===== config.mk =====
export PLATFORM = sky130hd
export DESIGN_NAME = crosshair_overlay_gen
export DESIGN_NICKNAME = d
export VERILOG_FILES = /design/src/rtl/crosshair_pkg.sv /design/src/rtl/sync_edge_detect.sv /design/src/rtl/crosshair_overlay_gen.sv
export SDC_FILE = /design/constraint.sdc
export NUM_CORES = 1
export LEC_CHECK = 0
export BUFFER_PORTS_ARGS = -buffer_cell sky130_fd_sc_hd__buf_2
export CORE_MARGIN = 3
export CORE_UTILIZATION = 56
export CTS_CLUSTER_DIAMETER = 60
export DETAILED_ROUTE_END_ITERATION = 16
export GPL_ROUTABILITY_DRIVEN = 0
export GPL_TIMING_DRIVEN = 1
export PLACE_DENSITY = 0.76
export SETUP_SLACK_MARGIN = 0.1
export SLEW_MARGIN = 10
export SYNTH_ARGS = -nofsm -noshare
export SYNTH_HDL_FRONTEND = slang
export SYNTH_SLANG_ARGS = --single-unit

===== constraint.sdc =====
create_clock -name clk4mhz -period 3.4 [get_ports clk4mhz]
set_input_delay 0.68 -clock clk4mhz [delete_from_list [all_inputs] [get_ports clk4mhz]]
set_output_delay 0.68 -clock clk4mhz [all_outputs]
set_load 0.02 [all_outputs]

===== src/rtl/crosshair_pkg.sv =====
// Shared encodings for the crosshair overlay generator: shape modes and timing-tracker states.
package crosshair_pkg;

  localparam logic [1:0] MODE_OFF   = 2'd0;
  localparam logic [1:0] MODE_CROSS = 2'd1;
  localparam logic [1:0] MODE_BOX   = 2'd2;
  localparam logic [1:0] MODE_DOT   = 2'd3;

  typedef enum logic [1:0] {
    WAIT_VS = 2'd0,
    VBLANK  = 2'd1,
    ACTIVE  = 2'd2
  } state_t;

endpackage


===== src/rtl/sync_edge_detect.sv =====
// Two-flop synchroniser for an active-low sync input plus a registered falling-edge pulse.
module sync_edge_detect (
  input  logic clk,
  input  logic rst,
  input  logic async_in,
  output logic fall_pulse
);

  logic meta_reg;
  logic sync_reg;
  logic prev_reg;

  // Idle level of the sync lines is high, so reset to 1 to avoid a false edge after reset.
  always_ff @(posedge clk or posedge rst) begin
    if (rst) begin
      meta_reg   <= 1'b1;
      sync_reg   <= 1'b1;
      prev_reg   <= 1'b1;
      fall_pulse <= 1'b0;
    end else begin
      meta_reg   <= async_in;
      sync_reg   <= meta_reg;
      prev_reg   <= sync_reg;
      fall_pulse <= prev_reg & ~sync_reg;
    end
  end

endmodule


===== src/rtl/crosshair_overlay_gen.sv =====
// Crosshair / box / dot overlay gate generator locked to separated vsync/csync on the pixel clock.
// Build option: define CROSSHAIR_OUTLINE_EN to drive gate_b with a one-pixel black border.
module crosshair_overlay_gen
  import crosshair_pkg::*;
#(
  parameter int XW           = 9,
  parameter int YW           = 9,
  parameter int H_START      = 44,
  parameter int V_START      = 20,
  parameter int ARM          = 16,
  parameter int THICK        = 2,
  parameter int HOLDOFF      = 160,
  parameter int LINE_TIMEOUT = 320
) (
  input  logic          clk4mhz,
  input  logic          rst,
  input  logic          vsync,
  input  logic          csync,
  input  logic [1:0]    mode,
  input  logic [XW-1:0] centre_x,
  input  logic [YW-1:0] centre_y,
  output logic          gate_w,
  output logic          gate_b,
  output logic          locked,
  output logic          frame_tick
);

  localparam int HW = $clog2(LINE_TIMEOUT + 1);
  localparam int VW = YW + 1;

  logic          vs_fall;
  logic          cs_fall;
  state_t        state_reg, state_next;
  logic [HW-1:0] hcnt_reg, hcnt_next;
  logic [VW-1:0] vcnt_reg, vcnt_next;
  logic [1:0]    mode_reg;
  logic [XW-1:0] cx_reg;
  logic [YW-1:0] cy_reg;
  logic          line_start;
  logic          timeout;
  logic          pix_valid;
  logic          hit;
  int            x_pos, y_pos, dx, dy;

  sync_edge_detect u_vs_sync (.clk(clk4mhz), .rst(rst), .async_in(vsync), .fall_pulse(vs_fall));
  sync_edge_detect u_cs_sync (.clk(clk4mhz), .rst(rst), .async_in(csync), .fall_pulse(cs_fall));

  // Strokes occupy [lo, lo+thick) from the centre; the expanded shape reuses this with a wider band.
  function automatic logic shape_hit(input logic [1:0] m, input int ddx, input int ddy,
                                     input int arm, input int thick, input int lo);
    int adx, ady;
    adx = (ddx < 0) ? -ddx : ddx;
    ady = (ddy < 0) ? -ddy : ddy;
    case (m)
      MODE_CROSS: shape_hit = ((ddy >= lo) && (ddy < lo + thick) && (adx <= arm)) ||
                              ((ddx >= lo) && (ddx < lo + thick) && (ady <= arm));
      MODE_BOX:   shape_hit = (adx <= arm) && (ady <= arm) &&
                              ((adx > arm - thick) || (ady > arm - thick));
      MODE_DOT:   shape_hit = (ddx >= lo) && (ddx < lo + thick) &&
                              (ddy >= lo) && (ddy < lo + thick);
      default:    shape_hit = 1'b0;
    endcase
  endfunction

  // Equalising pulses fall mid-line; only edges past the holdoff count as new lines once locked.
  always_comb begin
    line_start = cs_fall && ((hcnt_reg >= HW'(HOLDOFF)) || (state_reg == WAIT_VS));
    timeout    = (hcnt_reg == HW'(LINE_TIMEOUT));
    hcnt_next  = hcnt_reg;
    if (line_start)
      hcnt_next = '0;
    else if (!timeout)
      hcnt_next = hcnt_reg + 1'b1;
    vcnt_next = vcnt_reg;
    if (vs_fall)
      vcnt_next = '0;
    else if (line_start && (vcnt_reg != '1))
      vcnt_next = vcnt_reg + 1'b1;
  end

  always_ff @(posedge clk4mhz or posedge rst) begin
    if (rst) begin
      hcnt_reg   <= '0;
      vcnt_reg   <= '0;
      mode_reg   <= MODE_OFF;
      cx_reg     <= '0;
      cy_reg     <= '0;
      frame_tick <= 1'b0;
    end else begin
      hcnt_reg   <= hcnt_next;
      vcnt_reg   <= vcnt_next;
      frame_tick <= vs_fall;
      if (vs_fall) begin
        mode_reg <= mode;
        cx_reg   <= centre_x;
        cy_reg   <= centre_y;
      end
    end
  end

  always_ff @(posedge clk4mhz or posedge rst) begin
    if (rst)
      state_reg <= WAIT_VS;
    else
      state_reg <= state_next;
  end

  always_comb begin
    state_next = state_reg;
    case (state_reg)
      WAIT_VS: if (vs_fall) state_next = VBLANK;
      VBLANK: begin
        if (timeout)                            state_next = WAIT_VS;
        else if (vs_fall)                       state_next = VBLANK;
        else if (vcnt_reg == VW'(V_START))      state_next = ACTIVE;
      end
      ACTIVE: begin
        if (timeout)      state_next = WAIT_VS;
        else if (vs_fall) state_next = VBLANK;
      end
      default: state_next = WAIT_VS;
    endcase
  end

  always_comb begin
    locked    = (state_reg != WAIT_VS);
    x_pos     = int'(hcnt_reg) - H_START;
    y_pos     = int'(vcnt_reg) - V_START;
    pix_valid = (state_reg == ACTIVE) && (x_pos >= 0) && (x_pos < (1 << XW)) &&
                (y_pos >= 0) && (y_pos < (1 << YW));
    dx        = x_pos - int'(cx_reg);
    dy        = y_pos - int'(cy_reg);
    hit       = pix_valid && shape_hit(mode_reg, dx, dy, ARM, THICK, 0);
  end

  always_ff @(posedge clk4mhz or posedge rst) begin
    if (rst)
      gate_w <= 1'b0;
    else
      gate_w <= hit;
  end

`ifdef CROSSHAIR_OUTLINE_EN
  // Border = shape grown by one pixel on every side, minus the shape itself.
  always_ff @(posedge clk4mhz or posedge rst) begin
    if (rst)
      gate_b <= 1'b0;
    else
      gate_b <= pix_valid && !hit && shape_hit(mode_reg, dx, dy, ARM + 1, THICK + 2, -1);
  end
`else
  assign gate_b = 1'b0;
`endif

endmodule


==> results.tsv, run 1 <==
stage	metric	value	unit
run_status	status	finished, violations left	
run_status	failed_checks	setup timing	
global_route	grt_max_degree	52	
timing	hold_violations	0	
global_route	globalRouteTotalUtil	24.40	%
synth	synth.distinct_cells	65	
clock_tree	h-tree-depth	2	
clock_tree	cts_root_buffer	clkbuf_8	
synth	synth_top_area_share	27.26	%
floorplanning	pin_count	28	
drt	first_iter_violations	283	
clock_tree	hold_buffers	0	
timing	setup_viol	1	
floorplanning	die_y	91.90	microns
layout	final_common_cell	buf_4	
timing	tns	-25.54	ps
setup_path	critical_path_arrival	3650	ps
timing	layout_min_cycle_time	3426	ps
timing	rsz0062_at_grt	true	
place	pre_cts_ws	-190.8	ps
timing	maxSlewViolCount	0	
synth	ys_warn_count	0	
synth	synth-seq-cells	51	
clock_tree	cts_buffers	5	
timing	fmax	291.9	MHz
clock_tree	cts.sinks	51	
layout	largest_reg_flops	10	
drt	first_pass_iters	5	
setup_path	crit_type	flop to flop	
drt	postRouteAntennaNets	0	
floorplanning	start_util	59.18	%
layout	syn_to_final_growth	19.11	%
synth	netlist_area	4131	sq um
drt	drc_errors	0	
floorplanning	fp.dieArea	8445	sq um
synth	synthCells	494	
setup_path	path_max_fanout	9	
flow_run	cap_violations	0	
drt	vias_per_cell	5.783	
place	dpl_cell_area	4692	sq um
clock_tree	clk_pin_slew	110	ps
timing	relSlewSlack	26.56	%
layout	fin_nets	610	
layout	drive_gt1_share	23.60	%
layout	layout_common_cells	buf_4, dfrtp_1, nor2_1, nand2_1, inv_1	
drt	wl_per_cell	15.25	microns
synth	synth_largest_area_cell	dfrtp_1	
floorplanning	placementRows	30	
floorplanning	core	6982	sq um
power	power	3.814	mW
power	max-vdd-ir-drop	519.5	uV
synth	syn_avg_cell_area	8.363	sq um
layout	finalInstanceArea	4921	sq um
setup_path	rrSetupSlack	-30	ps
synth	synth_area_leaders	dfrtp_1, ha_1, xnor2_1	
clock_tree	clock_latency	310	ps
power	p_leak	2.151	nW
layout	num-fill-cells	561	
setup_path	cp_data_required_time	3620	ps
clock_tree	cts_tree	done	
global_route	grt_pass1_vias	3749	
timing	setup_ws	-25.54	ps
setup_path	end_kind	flop	
layout	insertedDiodeCount	0	
global_route	antenna_found_initial	0	
global_route	grt_pass1_wl	16990	microns
synth	synthArstFlopShare	100.0	%
power	powerDensity	775.0	nW/um^2
global_route	gr-total-overflow	0	
worst_hold_path	hold_class	flop to flop	
timing	fin_crit_sh	100.8	%
drt	wirelength	9927	microns
synth	synth-seq-area-share	31.07	%
synth	synth_edf_count	0	
synth	synth_nets	550	
drt	vias	3765	
place	portBuffers	26	
timing	fin_skew	12.54	ps
timing	worst_pin_slew	1100	ps
layout	multi_input_area	2770	sq um
layout	regArea	1284	sq um
place	dp_hpwl	7565	microns
clock_tree	clock_tree.buffer_depth	2	
synth	synth_flop_cell	dfrtp_1	
setup_path	start_kind	flop	
floorplanning	die_w	91.90	microns
place	place_inst	640	
layout	stdcell_count	651	
power breakdown:
| part | switching, mW | total [mW] | internal [mW] |
|---|---|---|---|
| Combinational | 1.52 | 2.67 | 1.15 |
| Clock | 0.238 | 0.388 | 0.150 |
| Sequential | 0.0757 | 0.758 | 0.682 |
| Total | 1.83 | 3.81 | 1.98 |
logic make-up (layout without fill, tap and decap cells):
logic type	Yosys count	count (layout)	synth area share (%)
AND/OR/NAND/NOR	175	175	22.05
AO/OA/AOI/OAI	114	114	17.81
buffers and inverters	64	125	6.269
flip-flops	51	51	31.07
XOR/XNOR	47	47	10.15
adder cells (fa/ha/maj)	32	32	10.05
multiplexers	10	10	2.514
other	1	1	0.09077
worst paths after layout:
kind | start | to | cells past startpoint
min in group asynchronous | rst | hcnt_reg[1] | 2
min | u_cs_sync.meta_reg | u_cs_sync.sync_reg | 0
max | hcnt_reg[2] | gate_w | 12
max reg2reg | hcnt_reg[2] | gate_w | 12
min reg2reg | u_cs_sync.meta_reg | u_cs_sync.sync_reg | 0
max in group asynchronous | rst | vcnt_reg[6] | 2
final cells by class:
cell class,instances,area share [%]
multi-input cells,379,56.29
flip-flops and latches,51,26.09
repair buffers,75,10.12
inverters,42,3.204
well taps,96,2.441
clock buffers,5,1.398
clock inverters,3,0.4577
cell usage after synthesis (all sizes together), types with 3 or more instances:
library cell,count
dfrtp,45
nor2b,7
nor4,9
o21ai,41
nand2b,3
ha,30
xnor2,27
mux2,3
a211oi,6
inv,42
clkbuf,19
nand3,20
mux2i,7
nor3b,3
buf,3
a221oi,3
or3,7
a21oi,24
nor2,43
a21o,6
nand4,10
dfstp,6
nand2,38
nor4b,3
o211ai,5
nor3,10
xor2,20
and3,12
a2111oi,6
metal layers:
| layer | wire length (microns) | vias up | GRT usage, % |
|---|---|---|---|
| li1 | - | 1866 | - |
| met4 | 92 | 0 | 5.446 |
| met1 | 4555 | 1805 | 32.45 |
| met3 | 436 | 10 | 3.035 |
| met5 | 0 | - | 0 |
| met2 | 4842 | 84 | 42.46 |
metrics by stage:
step	utilization, %	hold WS, ps
global placement	67.20	349.2
detailed placement	67.20	347.8
finish	70.48	364.4
floorplan	-	345.2
global route	70.48	372.4
CTS	70.22	366.8
repair_timing:
item,4_1_cts,5_1_grt
cloned,0,0
setup buffers,3,0
endpoints found under the setup margin,1,1
resized for setup,19,5
pin swaps,6,1
critical path, cell delays in order (launching register included):
cell	delay, ps
dfrtp_1	430
inv_1	100
ha_1	310
ha_1	400
o21ai_0	190
o21ai_1	190
a31oi_1	130
or2_2	390
nor4_2	310
nand4_1	210
a311oi_2	330
nand4_1	160
nor4_2	180
No activity file was read; power rests on OpenSTA's default activity.
==> run 2, diff against run 1 <==
--- a/config.mk
+++ b/config.mk
@@ -5,16 +5,16 @@
 export SDC_FILE = /design/constraint.sdc
 export NUM_CORES = 1
 export LEC_CHECK = 0
-export BUFFER_PORTS_ARGS = -buffer_cell sky130_fd_sc_hd__buf_2
 export CORE_MARGIN = 3
-export CORE_UTILIZATION = 56
+export CORE_UTILIZATION = 59
 export CTS_CLUSTER_DIAMETER = 60
 export DETAILED_ROUTE_END_ITERATION = 16
+export DONT_BUFFER_PORTS = 1
 export GPL_ROUTABILITY_DRIVEN = 0
 export GPL_TIMING_DRIVEN = 1
 export PLACE_DENSITY = 0.76
 export SETUP_SLACK_MARGIN = 0.1
-export SLEW_MARGIN = 10
+export SLEW_MARGIN = 20
 export SYNTH_ARGS = -nofsm -noshare
 export SYNTH_HDL_FRONTEND = slang
 export SYNTH_SLANG_ARGS = --single-unit
==> run 2 against run 1 <==
  * Non-clock buffer count decreased by 24
  * The run now ends clean
  * Critical path depth increased by 1
  * Worst setup slack better by 27 ps
  * Die area decreased by 4.8%
  * Via count rose by 0.16%
  * Worst hold slack worse by 1.1 ps
  * Routed wire length up 2.4%
  * Total power is 4.1% higher
  * Sequential power is essentially flat
  * Largest power group unchanged
  * Sequential share of layout area fell by 0.087 points
  * Final area up 0.43%
==> results.tsv, run 2 (synthesized netlist as in run 1, its figures left out) <==
stage	metric	value	unit	change
power	net-switching-power	1.850	mW	was 1.829 mW
clock_tree	clk_pin_slew	100	ps	was 110 ps
clock_tree	h-tree-depth	2		unchanged
clock_tree	clock_latency	310	ps	about the same
power	max-vdd-ir-drop	501.4	uV	was 519.5 uV
timing	rsz0062_at_grt	true		unchanged
power	switching_share	46.58	%	was 47.96%
worst_hold_path	min_from	u_vs_sync.meta_reg		was u_cs_sync.meta_reg
setup_path	cp_data_required_time	3630	ps	was 3620 ps
flow_run	cap_violations	0		unchanged
drt	vias_per_cell	6.043		was 5.783
clock_tree	hold_buffers	0		unchanged
floorplanning	placementRows	29		was 30
global_route	antenna_found_initial	0		unchanged
global_route	grt_pass1_vias	3478		was 3749
setup_path	critical_path_arrival	3630	ps	was 3650 ps
drt	wl_per_cell	16.29	microns	was 15.25 microns
global_route	grt_max_degree	52		unchanged
timing	setup_viol	0		was 1
floorplanning	die_y	89.68	microns	was 91.90 microns
layout	finalInstanceArea	4942	sq um	was 4921 sq um
drt	first_iter_violations	246		was 283
floorplanning	fp.dieArea	8043	sq um	was 8445 sq um
clock_tree	cts_buffers	5		unchanged
drt	postRouteAntennaNets	0		unchanged
setup_path	end_kind	flop		unchanged
worst_hold_path	hold_class	flop to flop		unchanged
layout	syn_to_final_growth	19.62	%	was 19.11%
clock_tree	clock_tree.buffer_depth	2		unchanged
place	dp_hpwl	6993	microns	was 7565 microns
clock_tree	cts_root_buffer	clkbuf_8		unchanged
power	seqPwrFrac	19.1	%	was 19.9%
timing	worst_pin_slew	989.8	ps	was 1100 ps
clock_tree	cts_tree	done		unchanged
drt	first_pass_iters	6		was 5
power	p_clk_share	11.5	%	was 10.2%
place	dpl_cell_area	4506	sq um	was 4692 sq um
drt	vias	3771		was 3765
timing	fin_crit_sh	99.96	%	was 100.8%
global_route	gr-total-overflow	0		unchanged
run_status	status	complete, no violations		was finished, violations left
global_route	grt_pass1_wl	15730	microns	was 16990 microns
power	power	3.972	mW	was 3.814 mW
timing	holdWs	363.3	ps	was 364.4 ps
timing	maxSlewViolCount	0		unchanged
layout	drive_gt1_share	22.98	%	was 23.60%
layout	fin_nets	586		was 610
timing	hold_violations	0		unchanged
layout	layout_common_cells	buf_4, dfrtp_1, nor2_1, nand2_1, inv_1		unchanged
floorplanning	die_w	89.68	microns	was 91.90 microns
timing	layout_min_cycle_time	3399	ps	was 3426 ps
power	p_leak	2.080	nW	was 2.151 nW
power	p_int	2.122	mW	was 1.985 mW
setup_path	path_max_fanout	4		was 9
timing	fmax	294.2	MHz	was 291.9 MHz
layout	insertedDiodeCount	0		unchanged
setup_path	timing.rr.start	vcnt_reg[2]		was hcnt_reg[2]
floorplanning	pin_count	28		unchanged
power	powerDensity	803.7	nW/um^2	was 775.0 nW/um^2
setup_path	crit_start	vcnt_reg[2]		was hcnt_reg[2]
timing	relSlewSlack	33.40	%	was 26.56%
floorplanning	start_util	62.91	%	was 59.18%
setup_path	start_kind	flop		unchanged
global_route	globalRouteTotalUtil	24.63	%	was 24.40%
power	p_comb_share	69.4	%	was 70.0%
floorplanning	core	6568	sq um	was 6982 sq um
layout	largest_reg_flops	10		unchanged
layout	fin_util	75.25	%	was 70.48%
timing	fin_skew	13.02	ps	was 12.54 ps
clock_tree	cts.sinks	51		unchanged
drt	wirelength	10160	microns	was 9927 microns
layout	final_common_cell	buf_4		unchanged
setup_path	crit_type	flop to flop		unchanged
drt	drc_errors	0		unchanged
place	portBuffers	0		was 26
[run 2: cell count changes in the layout (fill, tap and decap cells not counted), sizes merged]
| cell | previous run | this run |
|---|---|---|
| buf | 75 | 51 |
| inv | 44 | 42 |
| bufinv | 0 | 1 |
| clkbuf | 5 | 6 |
[run 2: layout make-up]
class	count	area, sq um
fillers	467	1625
multi-input cells	379	2878
clock inverters	2	38.79
flip-flops and latches	51	1285
clock buffers	6	82.58
well taps	93	116.4
repair buffers	51	382.9
inverters	42	158.9
[run 2: final timing paths]
path | end | slack [ps] | cells after the start
hold / removal | u_vs_sync.sync_reg | 360 | 0
hold reg to reg | u_vs_sync.sync_reg | 360 | 0
setup reg to reg | gate_w | 1 | 13
setup / recovery | gate_w | 1 | 13
min in group asynchronous | u_cs_sync.fall_pulse | 410 | 1
max in group asynchronous | hcnt_reg[4] | 2430 | 1
[run 2: power groups by stage]
stage,clock network [mW],registers (mW),logic [mW]
floorplan,0,0.730,1.75
global placement,0,0.753,2.30
detailed placement,0,0.757,2.38
CTS,0.463,0.748,2.60
finish,0.457,0.760,2.76
global route,0.484,0.771,3.01
[run 2: metrics by stage]
step | worst slack (ps) | TNS [ps] | std cells
6_report | 1.422 | 0 | 624
3_3_place_gp | 78.54 | 0 | 604
4_1_cts | 103.0 | 0 | 621
2_1_floorplan | 108.8 | 0 | 494
3_5_place_dp | -13.13 | -13.13 | 604
5_1_grt | -222.7 | -222.7 | 624
[run 2: metal layers]
metal / vias up / global-route usage (%) / part of all wire [%]
met5: - / 0 / 0
met4: 0 / 7.037 / 2.2
met3: 24 / 3.376 / 4.7
met2: 119 / 37.97 / 47
met1: 1808 / 36.20 / 46
li1: 1820 / - / -
[run 2: worst max-delay path, cell delays in order (launching register included)]
cell and delay (ps):
dfrtp_1 410, inv_2 60, ha_2 190, xnor2_1 170, ha_1 310, a21o_1 220
a221oi_4 320, xnor2_2 140, nor4_2 330, nand4_1 140, or4_4 540, a311oi_2 210
nand4_1 150, nor4_2 140
[run 2: timing repair]
action / CTS / global route
pin swaps: 16 / 14
setup endpoints to repair: 1 / 1
buffers inserted: 9 / 3
gates resized for setup: 24 / 22
hold endpoints to repair: 0 / 0
